<file path="src/rtl/datapath_pkg.sv">
// rtl/datapath_pkg.sv - shared sizing defaults for the pipelined datapath blocks
package datapath_pkg;

  localparam int DEFAULT_SIZE   = 32;
  localparam int DEFAULT_STAGES = 4;

  function automatic int slice_width(input int size, input int stages);
    return size / stages;
  endfunction

endpackage

</file>
<file path="src/rtl/adder_slice.sv">
// rtl/adder_slice.sv - combinational W-bit adder slice with carry into and out of its MSB
module adder_slice #(
  parameter int W = 8
) (
  input  logic [W-1:0] a,
  input  logic [W-1:0] b,
  input  logic         cin,
  output logic [W-1:0] s,
  output logic         cout,
  output logic         c_msb_in
);

  logic [W:0] full;

  assign full     = {1'b0, a} + {1'b0, b} + {{W{1'b0}}, cin};
  assign s        = full[W-1:0];
  assign cout     = full[W];
  // sum bit = a ^ b ^ carry-in, so the MSB carry-in falls out without a second adder
  assign c_msb_in = a[W-1] ^ b[W-1] ^ full[W-1];

endmodule

</file>
<file path="src/rtl/pipelined_adder.sv">
// rtl/pipelined_adder.sv - STAGES-deep carry-pipelined adder/subtractor with valid/ready flow control
module pipelined_adder
  import datapath_pkg::*;
#(
  parameter int SIZE   = DEFAULT_SIZE,
  parameter int STAGES = DEFAULT_STAGES
) (
  input  logic            clk,
  input  logic            rst_n,
  input  logic            in_valid,
  output logic            in_ready,
  input  logic [SIZE-1:0] X,
  input  logic [SIZE-1:0] Y,
  input  logic            Cin,
  input  logic            sub,
  output logic            out_valid,
  input  logic            out_ready,
  output logic [SIZE-1:0] S,
  output logic            Cout,
  output logic            ovf,
  output logic            zero
);

  localparam int W    = slice_width(SIZE, STAGES);
  localparam int LAST = STAGES - 1;

  if (STAGES < 1 || (SIZE % STAGES) != 0) begin : g_bad_geometry
    $error("pipelined_adder: SIZE must be a non-zero multiple of STAGES");
  end

  logic [STAGES-1:0] valid_q;
  logic              carry_q   [STAGES];
  logic [SIZE-1:0]   sum_q     [STAGES];
  logic [SIZE-1:0]   x_q       [STAGES];
  logic [SIZE-1:0]   y_q       [STAGES];
  logic              ovf_q;
  logic              zero_q;

  logic              src_valid [STAGES];
  logic              src_carry [STAGES];
  logic [SIZE-1:0]   src_x     [STAGES];
  logic [SIZE-1:0]   src_y     [STAGES];
  logic [SIZE-1:0]   src_sum   [STAGES];
  logic              load_ok   [STAGES];
  logic [W-1:0]      slice_s   [STAGES];
  logic              slice_cout[STAGES];
  logic              slice_cmsb[STAGES];
  logic [SIZE-1:0]   sum_d     [STAGES];
  logic              ovf_d;
  logic              zero_d;

  for (genvar k = 0; k < STAGES; k++) begin : g_stage
    localparam logic [SIZE-1:0] SLICE_MASK = SIZE'({W{1'b1}}) << (k * W);

    // subtraction is folded in at the entry: Y is inverted once and the +1 rides in as carry
    if (k == 0) begin : g_head
      assign src_valid[k] = in_valid;
      assign src_x[k]     = X;
      assign src_y[k]     = sub ? ~Y : Y;
      assign src_carry[k] = sub | Cin;
      assign src_sum[k]   = '0;
    end else begin : g_body
      assign src_valid[k] = valid_q[k-1];
      assign src_x[k]     = x_q[k-1];
      assign src_y[k]     = y_q[k-1];
      assign src_carry[k] = carry_q[k-1];
      assign src_sum[k]   = sum_q[k-1];
    end

    // a stage can load when any stage from here to the output has a hole, or the output drains
    assign load_ok[k] = out_ready | ~(&valid_q[LAST:k]);

    adder_slice #(
      .W(W)
    ) u_slice (
      .a       (src_x[k][k*W +: W]),
      .b       (src_y[k][k*W +: W]),
      .cin     (src_carry[k]),
      .s       (slice_s[k]),
      .cout    (slice_cout[k]),
      .c_msb_in(slice_cmsb[k])
    );

    assign sum_d[k] = (src_sum[k] & ~SLICE_MASK) | (SIZE'(slice_s[k]) << (k * W));
  end

  assign ovf_d  = slice_cmsb[LAST] ^ slice_cout[LAST];
  assign zero_d = (sum_d[LAST] == '0);

  always_ff @(posedge clk or negedge rst_n) begin
    if (!rst_n) begin
      valid_q <= '0;
      carry_q <= '{default: 1'b0};
      sum_q   <= '{default: '0};
      x_q     <= '{default: '0};
      y_q     <= '{default: '0};
      ovf_q   <= 1'b0;
      zero_q  <= 1'b0;
    end else begin
      for (int k = 0; k < STAGES; k++) begin
        if (load_ok[k]) begin
          valid_q[k] <= src_valid[k];
          if (src_valid[k]) begin
            carry_q[k] <= slice_cout[k];
            sum_q[k]   <= sum_d[k];
            x_q[k]     <= src_x[k];
            y_q[k]     <= src_y[k];
          end
        end
      end
      if (load_ok[LAST] && src_valid[LAST]) begin
        ovf_q  <= ovf_d;
        zero_q <= zero_d;
      end
    end
  end

  // operands have no consumer past the last slice
  logic unused_tail;
  assign unused_tail = ^{x_q[LAST], y_q[LAST]};

  assign in_ready  = load_ok[0];
  assign out_valid = valid_q[LAST];
  assign S         = sum_q[LAST];
  assign Cout      = carry_q[LAST];
  assign ovf       = ovf_q;
  assign zero      = zero_q;

endmodule

</file>
<file path="config.mk">
export PLATFORM = sky130hd
export DESIGN_NAME = pipelined_adder
export DESIGN_NICKNAME = d
export VERILOG_FILES = /design/src/rtl/datapath_pkg.sv /design/src/rtl/adder_slice.sv /design/src/rtl/pipelined_adder.sv
export SDC_FILE = /design/constraint.sdc
export NUM_CORES = 1
export LEC_CHECK = 0
export ABC_AREA = 1
export CAP_MARGIN = 5
export CORE_UTILIZATION = 45
export CTS_BUF_LIST = sky130_fd_sc_hd__clkbuf_16
export CTS_CLUSTER_SIZE = 20
export DETAILED_ROUTE_END_ITERATION = 10
export GPL_TIMING_DRIVEN = 0
export PLACE_DENSITY = 0.81
export SLEW_MARGIN = 20
export SYNTH_ARGS = -nofsm -noshare
export SYNTH_HDL_FRONTEND = slang
export SYNTH_HIERARCHICAL = 1
export SYNTH_SLANG_ARGS = --single-unit
</file>
<file path="constraint.sdc">
create_clock -name clk -period 2.1 [get_ports clk]
set_input_delay 0.21 -clock clk [delete_from_list [all_inputs] [get_ports clk]]
set_output_delay 0.21 -clock clk [all_outputs]
set_load 0.01 [all_outputs]
</file>
==> flow_metrics.env, run 1 <==
export IMPL_outcome="finished, violations left"
export IMPL_violations="negative setup slack"
export IMPL_place_congestion=0.864
export IMPL_clock_fmax_ghz=0.467
export IMPL_route_met2_wl_um=9350
export IMPL_grt_max_degree=104
export IMPL_crit_path_max_fanout=2
export IMPL_utilization=0.561
export IMPL_required_ps=2450
export IMPL_die_w_um=142
export IMPL_floorplan_initialDensity=0.458
export IMPL_core_um2=19400
export IMPL_antenna_found_initial=0
export IMPL_worstPathArrival_ps=2500
export IMPL_nNetsFinal=1269
export IMPL_n_antenna_cell=0
export IMPL_route_met3_wl_um=993
export IMPL_io_pins=107
export IMPL_setup_slack_ps=-43.5
export IMPL_fin_crit_sh=1.02
export IMPL_rsz0062_at_grt="true"
export IMPL_drv_slew=0
export IMPL_h_tree_depth=4
export IMPL_clkTransAtPathRegs_ps=60
export IMPL_skew_ps=6.65
export IMPL_first_pass_iters=5
export IMPL_synthCells=1035
export IMPL_num_vias=7026
export IMPL_power_density_nw_per_um2=1320
export IMPL_p_leak_nw=5.45
export IMPL_synth_top_area_cell="dfrtp_1"
export IMPL_syn_nets=1141
export IMPL_synthTopCellsByArea="dfrtp_1 52%, nand2_1 15%, nand3_1 5.7%, ha_1 3.9%, xnor2_1 3.2%"
export IMPL_vias_per_cell=4.88
export IMPL_min_delay_path_class="in -> reg"
export IMPL_clock_sinks=186
export IMPL_synth_edf_count=0
export IMPL_tns_ps=-43.5
export IMPL_worst_pin_slew_ps=628
export IMPL_rows=51
export IMPL_synth_seq_cells=186
export IMPL_yosysWarnings=6
export IMPL_final_fill_count=1703
export IMPL_multiInputGateArea_um2=3790
export IMPL_synthArstFlopShare=1.00
export IMPL_end_kind="flip-flop"
export IMPL_start_kind="flip-flop"
export IMPL_synthesis_area_um2=8880
export IMPL_totalPowerFinal_mw=14.4
export IMPL_ant_nets=0
export IMPL_grt_ovfl_total=0
export IMPL_critPathKind="reg -> reg"
export IMPL_dieArea_um2=20300
export IMPL_root_buffer="clkbuf_16"
export IMPL_yosysTopAreaCellShare=0.524
export IMPL_hold_violations=0
export IMPL_place_hpwl_um=14700
export IMPL_area_delta_synth_final_pct=22.6
export IMPL_hold_ws_ps=213
export IMPL_grt_usage=0.206
export IMPL_drt_wirelength_per_cell_um=13.5
export IMPL_clk_latency_ps=430
export IMPL_wirelength_um=19500
export IMPL_vdd_drop_max_uv=704
export IMPL_drive_gt1_frac=0.0791
export IMPL_first_iter_violations=477
export IMPL_clockBufferDepth=2
export IMPL_ys_seq_area_frac=0.524
export IMPL_synthTopCellsByCount="348 x nand2_1, 186 x dfrtp_1, 102 x nand3_1, 73 x inv_1, 58 x nor2_1"
export IMPL_syn_area_per_cell_um2=8.58
export IMPL_synth_top_flop_cell="dfrtp_1"
export IMPL_yosysUniqueCellTypes=28
export IMPL_numCtsBuffers=17
export IMPL_wl_met1_um=8750
export IMPL_cts_tree="built"
export IMPL_grt_pass1_wl_um=33000
export IMPL_slew_headroom=0.581
export IMPL_io_buffers=104
export IMPL_die_h_um=142
export IMPL_route_detailed_drc=0
export IMPL_yosys_cell_count_top_type="nand2_1"
export IMPL_top_layer="met4"
export IMPL_grt_pass1_vias=6989
export IMPL_finalSetupViolations=1
export IMPL_max_cap_viol_count=0
export IMPL_seq_area_um2=4660
export IMPL_finalCriticalPeriod_ps=2140
critical path, cell delays in order (launching register included):
cell      delay, ps
dfrtp_1         420
fa_2            400
fa_2            360
nand2_1          60
nand2_1          60
nand3b_1        120
nand2_1          90
nand2_1          90
nand2_2          50
inv_2            50
nand3_2          50
nor2_2          110
nand2_1          60
o21bai_1        120
timing repair:
item,in CTS,in global routing
gates resized for setup,8,11
pin swaps,11,6
hold buffers,1,0
buffers inserted,3,1
endpoints found under the setup margin,3,10
hold endpoints to repair,83,0
per-stage QoR:
step | instance area, um^2 | setup WS [ps] | cells
final | 10900 | -43.5 | 1441
after global routing | 10900 | -190 | 1441
after CTS | 10900 | -107 | 1440
after detailed placement | 10300 | -323 | 1405
after global placement | 10300 | -6400 | 1404
after floorplan | 8890 | 0.372 | 1035
cells by family after synthesis:
family                   count (synthesis)  synth area share
AND/OR/NAND/NOR                        540             0.256
flip-flops                             186             0.524
buffers and inverters                  123            0.0562
AO/OA/AOI/OAI                          105            0.0612
XOR/XNOR                                45            0.0444
adder cells (fa/ha/maj)                 36            0.0575
cells in the final DEF, fill, tap and decap left out, drive strengths merged, types with 7 or more instances in the layout:
master,instances
nand3b,7
buf,34
xor2,13
nor2,61
clkinv,10
nand3,106
or2,8
clkdlybuf4s50,103
ha,28
inv,79
xnor2,32
fa,8
a21oi,43
nand2,357
clkbuf,37
o21ai,61
dfrtp,186
layout make-up:
type | count | share of cell area
Clock buffer | 17 | 0.0391
Clock inverter | 15 | 0.00643
Tap cell | 265 | 0.0304
Sequential cell | 186 | 0.428
Buffer | 48 | 0.0206
Inverter | 74 | 0.0255
Timing Repair Buffer | 110 | 0.102
Multi-Input combinational cell | 726 | 0.348
layer usage:
metal  global-route usage  vias to the layer above
met3               0.0434                       33
li1                     -                     3537
met1                0.262                     3288
met5                    0                        -
met2                0.346                      168
met4               0.0764                        0
flip-flops by register name (all words and copies together) (netlist names):
| name | flops |
|---|---|
| valid_q | 4 |
| ovf | 1 |
| S | 32 |
| src_x | 48 |
| zero | 1 |
| Cout | 1 |
| src_sum | 48 |
| src_y | 48 |
| carry_q | 3 |
report_power, final:
group	total [mW]	internal (mW)	switching, mW
clock network	2.76	1.47	1.30
logic	5.87	2.53	3.33
registers	5.72	4.90	0.819
total	14.4	8.90	5.45
path summary, 6_finish.rpt:
| kind | start | slack (ps) | to | depth (start not counted) |
|---|---|---|---|---|
| worst max-delay path | src_y[24] | -40 | zero | 13 |
| worst min-delay path | in_valid | 210 | carry_q[3] | 3 |
| worst max register to register | src_y[24] | -40 | zero | 13 |
| worst min register to register | src_x[56] | 470 | src_x[56] | 2 |
| max in group asynchronous | rst_n | 860 | valid_q[1] | 3 |
| min in group asynchronous | rst_n | 350 | S[27] | 2 |
Power figures use the tool's default switching activity.
==> run 2: changes to the inputs <==
- GPL_TIMING_DRIVEN: 0 -> unset
==> run 2 against run 1 <==
The run now ends clean. Clock skew is 0.50 ps higher. Worst hold slack better by 130 ps. Power is 0.96% lower.
==> flow_metrics.env, run 2 (synthesis results as in run 1) <==
export IMPL_die_h_um=142
export IMPL_clockBufferDepth=2
export IMPL_route_met2_wl_um=8180
export IMPL_path_depth=13
export IMPL_crit_slowest_cell="fa_2"
export IMPL_min_delay_path_class="in -> reg"
export IMPL_first_pass_iters=5
export IMPL_power_density_nw_per_um2=1320
export IMPL_place_congestion=0.849
export IMPL_nNetsFinal=1239
export IMPL_layout_common_cells="345 x nand2_1, 185 x dfrtp_1, 104 x clkdlybuf4s50_1"
export IMPL_critical_path_max_stage_delay_ps=420
export IMPL_h_tree_depth=4
export IMPL_start_kind="flip-flop"
export IMPL_clock_sinks=186
export IMPL_drv_slew=0
export IMPL_vias_per_cell=4.85
export IMPL_crit_family="adder cells"
export IMPL_max_cap_viol_count=0
export IMPL_path_cells="fa_2, fa_2, nand2_2, nand2_2, nand3b_1, nand2_1, nand2_1, nand2_1, inv_1, nand3_1, nor2_1, nand2_1, o21bai_1"
export IMPL_io_pins=107
export IMPL_r2r_cells=13
export IMPL_hold_ws_ps=342
export IMPL_die_w_um=142
export IMPL_drive_gt1_frac=0.0724
export IMPL_grt_usage=0.189
export IMPL_n_antenna_cell=0
export IMPL_top_layer="met4"
export IMPL_ant_nets=0
export IMPL_cts_tree="built"
export IMPL_crit_start="src_x[24]"
export IMPL_clk_latency_ps=420
export IMPL_rsz0062_at_grt="true"
export IMPL_clock_fmax_ghz=0.478
export IMPL_hold_violations=0
export IMPL_grt_ovfl_total=0
export IMPL_totalPowerFinal_mw=14.2
export IMPL_grt_max_degree=94
export IMPL_route_met3_wl_um=811
export IMPL_dp_worst_setup_slack_ps=-210
export IMPL_rrSetupSlack_ps=9
export IMPL_core_um2=19400
export IMPL_vdd_drop_max_uv=725
export IMPL_num_vias=6839
export IMPL_clkTransAtPathRegs_ps=60
export IMPL_crit_top_cell="nand2_1"
export IMPL_critPathKind="reg -> reg"
export IMPL_finalCriticalPeriod_ps=2090
export IMPL_drt_wirelength_per_cell_um=12.8
export IMPL_finalSetupViolations=0
export IMPL_antenna_found_initial=0
export IMPL_critPathCapture="zero"
export IMPL_p_leak_nw=5.42
export IMPL_utilization=0.557
export IMPL_floorplan_initialDensity=0.458
export IMPL_rows=51
export IMPL_worstReg2RegStart="src_x[24]"
export IMPL_required_ps=2450
export IMPL_io_buffers=106
export IMPL_grt_pass1_vias=6404
export IMPL_final_common_cell="nand2_1"
export IMPL_path_buf_inv=1
export IMPL_fin_crit_sh=0.996
export IMPL_outcome="complete, no violations"
export IMPL_worstPathArrival_ps=2440
export IMPL_place_hpwl_um=12800
export IMPL_area_delta_synth_final_pct=21.8
export IMPL_wl_met1_um=8910
export IMPL_crit_path_max_fanout=2
export IMPL_root_buffer="clkbuf_16"
export IMPL_numCtsBuffers=17
export IMPL_end_kind="flip-flop"
export IMPL_dieArea_um2=20300
export IMPL_worst_pin_slew_ps=517
export IMPL_wirelength_um=18100
export IMPL_skew_ps=7.15
export IMPL_first_iter_violations=468
export IMPL_reg2reg_to="zero"
export IMPL_route_detailed_drc=0
export IMPL_setup_slack_ps=9.05
export IMPL_grt_pass1_wl_um=30400
export IMPL_slew_headroom=0.655
-- run 2: how the worst min path moves through the flow --
stage                     startpoint   endpoint  slack [ps]  cells after the start
after floorplan                rst_n       Cout         -90                      0
after global placement         rst_n      S[27]         280                      2
after detailed placement       rst_n      S[26]         290                      2
after CTS                      X[21]  src_x[85]         330                      3
after global routing           X[21]  src_x[85]         350                      3
final                          X[21]  src_x[85]         340                      3
-- run 2: cell type report --
| cell class | instances | area [um^2] |
|---|---|---|
| inverter | 74 | 278 |
| multi-input combinational | 726 | 3750 |
| sequential | 186 | 4660 |
| tap | 265 | 332 |
| clock buffer | 17 | 425 |
| timing repair buffer | 128 | 1270 |
| clock inverter | 15 | 96.3 |
| fill | 1722 | 8590 |
-- run 2: routing by layer --
metal / track usage / vias to the layer above
li1: - / 3487
met4: 0.0606 / 0
met2: 0.292 / 155
met3: 0.0387 / 19
met1: 0.267 / 3178
met5: 0 / -
-- run 2: where the power goes --
group	total [mW]	switching, mW	internal, mW
Sequential	5.69	0.785	4.90
Combinational	5.68	3.20	2.47
Clock	2.85	1.27	1.59
Total	14.2	5.26	8.96
-- run 2: per-stage QoR --
step	cell area [um^2]	instances	setup TNS (ps)
global placement	10300	1377	-351
floorplan	8890	1035	0
global route	10800	1411	-145
detailed placement	10300	1377	-664
finish	10800	1411	0
CTS	10800	1410	-15.3
-- run 2: what timing repair did --
action,CTS,global route
pin swaps,1,11
resized for setup,3,5
cloned,0,0
setup endpoints to repair,3,7
hold endpoints to repair,186,0
hold buffers,1,0
setup buffers,0,1
-- run 2: worst register-to-register path, stage by stage, from the launching register on --
cell,delay [ps]
dfrtp_1,410
fa_2,420
fa_2,390
nand2_2,80
nand2_2,50
nand3b_1,100
nand2_1,80
nand2_1,70
nand2_1,50
inv_1,60
nand3_1,60
nor2_1,80
nand2_1,60
o21bai_1,110
==> run 3: changes to the inputs <==
- CAP_MARGIN: 5 -> unset
- HOLD_SLACK_MARGIN: unset -> 0.05
- PLACE_DENSITY: 0.81 -> 0.79
- clock period: 2.1 -> 2.7 ns (I/O delays scaled with it)
==> run 3 against run 2 <==
Critical path depth unchanged. Design area about the same. Largest cell class unchanged. Die area unchanged. Non-clock buffer count decreased by 6. Global-route usage increased by 0.41 points. Largest power group unchanged. Via count decreased by 0.66%. Clock power decreased by 10%. Sequential power decreased by 22%. Register-to-register slack improved by 420 ps. Cell count decreased by 0.43%. Worst hold slack improved by 52 ps. Sequential cell count unchanged. Critical path type unchanged.
==> flow_metrics.env, run 3 (synthesis results as in run 1) <==
export IMPL_reg2reg_to="zero"
export IMPL_layout_common_cells="347 x nand2_1, 186 x dfrtp_1, 104 x clkdlybuf4s50_1"
export IMPL_area_delta_synth_final_pct=21.8
export IMPL_crit_slowest_cell="fa_1"
export IMPL_cts_tree="built"
export IMPL_num_vias=6794
export IMPL_grt_pass1_wl_um=31000
export IMPL_rows=51
export IMPL_finalCriticalPeriod_ps=2270
export IMPL_critical_path_max_stage_delay_ps=470
export IMPL_rrSetupSlack_ps=430
export IMPL_required_ps=3050
export IMPL_h_tree_depth=4
export IMPL_clock_sinks=186
export IMPL_path_buf_inv=1
export IMPL_floorplan_initialDensity=0.458
export IMPL_grt_pass1_vias=6415
export IMPL_crit_family="adder cells"
export IMPL_core_um2=19400
export IMPL_swShare=0.365
export IMPL_vias_per_cell=4.84
export IMPL_clkPwrFrac=0.226
export IMPL_drt_wirelength_per_cell_um=13.1
export IMPL_internal_power_mw=7.20
export IMPL_totalPowerFinal_mw=11.3
export IMPL_antenna_found_initial=0
export IMPL_io_buffers=106
export IMPL_rsz0062_at_grt="false"
export IMPL_grt_usage=0.193
export IMPL_outcome="complete, no violations"
export IMPL_holdPathEnd="src_x[88]"
export IMPL_n_antenna_cell=0
export IMPL_hold_violations=0
export IMPL_worstReg2RegStart="src_x[24]"
export IMPL_grt_ovfl_total=0
export IMPL_root_buffer="clkbuf_16"
export IMPL_clk_latency_ps=430
export IMPL_switchingPower_mw=4.14
export IMPL_first_iter_violations=523
export IMPL_end_kind="flip-flop"
export IMPL_ant_nets=0
export IMPL_nNetsFinal=1233
export IMPL_drv_slew=0
export IMPL_tns_ps=0
export IMPL_fin_crit_sh=0.840
export IMPL_power_density_nw_per_um2=1050
export IMPL_vdd_drop_max_uv=602
export IMPL_max_cap_viol_count=0
export IMPL_grt_max_degree=71
export IMPL_r2r_cells=13
export IMPL_die_h_um=142
export IMPL_worstPathArrival_ps=2620
export IMPL_final_fill_count=1760
export IMPL_clkTransAtPathRegs_ps=70
export IMPL_place_congestion=0.822
export IMPL_numCtsBuffers=17
export IMPL_cts_resized=0
export IMPL_min_from="X[24]"
export IMPL_dieArea_um2=20300
export IMPL_seq_power_share=0.391
export IMPL_p_comb_frac=0.383
export IMPL_die_w_um=142
export IMPL_drive_gt1_frac=0.0632
export IMPL_p_leak_nw=5.42
export IMPL_skew_ps=7.65
export IMPL_start_kind="flip-flop"
export IMPL_clock_fmax_ghz=0.441
export IMPL_critPathKind="reg -> reg"
export IMPL_worst_pin_slew_ps=676
export IMPL_final_common_cell="nand2_1"
export IMPL_io_pins=107
export IMPL_crit_top_cell="nand2_1"
export IMPL_path_cells="fa_1, fa_1, nand2_1, nand2_1, nand3b_1, nand2_1, nand2_1, nand2_1, inv_1, nand3_1, nor2_1, nand2_1, o21bai_1"
export IMPL_clockBufferDepth=2
export IMPL_crit_path_max_fanout=2
export IMPL_place_hpwl_um=12700
export IMPL_finalSetupViolations=0
export IMPL_slew_headroom=0.549
export IMPL_wirelength_um=18300
export IMPL_first_pass_iters=5
export IMPL_min_delay_path_class="in -> reg"
export IMPL_hold_depth=3
export IMPL_route_detailed_drc=0
## run 3: power groups by stage
stage	clock network (mW)	logic, mW	registers, mW
after floorplan	0	2.87	4.42
after global placement	0	4.17	4.41
after detailed placement	0	4.30	4.46
after CTS	2.60	4.38	4.43
after global routing	2.71	4.95	4.55
final	2.56	4.34	4.44
## run 3: repair_timing
item,CTS,global route
hold endpoints to repair,68,0
hold buffers,1,0
buffers inserted,0,0
## run 3: how the worst max path moves through the flow
| stage | start | end | slack [ps] | cells past startpoint |
|---|---|---|---|---|
| global route | src_x[24] | zero | 270 | 13 |
| global placement | Cin | src_sum[70] | 260 | 12 |
| detailed placement | Cin | src_sum[70] | 210 | 12 |
| finish | src_x[24] | zero | 430 | 13 |
| floorplan | sub | carry_q[3] | 380 | 13 |
| CTS | src_x[24] | zero | 430 | 13 |
## run 3: stage by stage
stage | setup slack [ps] | util | hold WS, ps | instance area [um^2] | instances
final | 432 | 0.558 | 394 | 10800 | 1405
after global routing | 268 | 0.558 | 397 | 10800 | 1405
after CTS | 429 | 0.558 | 380 | 10800 | 1405
after detailed placement | 209 | 0.526 | 336 | 10200 | 1372
after global placement | 261 | 0.526 | 336 | 10200 | 1372
after floorplan | 380 | - | -25.6 | 8880 | 1035
## run 3: final cells by class
type	count	area, um^2	share of cell area
clock buffer	17	425	0.0393
clock inverter	15	183	0.0169
inverter	74	278	0.0257
multi-input combinational	726	3730	0.345
sequential	186	4650	0.430
tap	265	332	0.0307
timing repair buffer	122	1220	0.113
## run 3: worst register-to-register path, delay by kind of cell (launching register included)
| kind | cells | cell delay [ps] |
|---|---|---|
| compound gates | 1 | 130 |
| simple gates | 9 | 720 |
| buf+inv | 1 | 60 |
| fa+ha+maj | 2 | 880 |
| flops | 1 | 400 |
## run 3: layer usage
layer,global-route usage,wire (um),share of wire,vias to the layer above
met4,0.0572,229,0.012,0
met3,0.0424,945,0.052,15
met1,0.267,8850,0.48,3148
li1,-,-,-,3470
met2,0.304,8320,0.45,161
met5,0,0,0,-
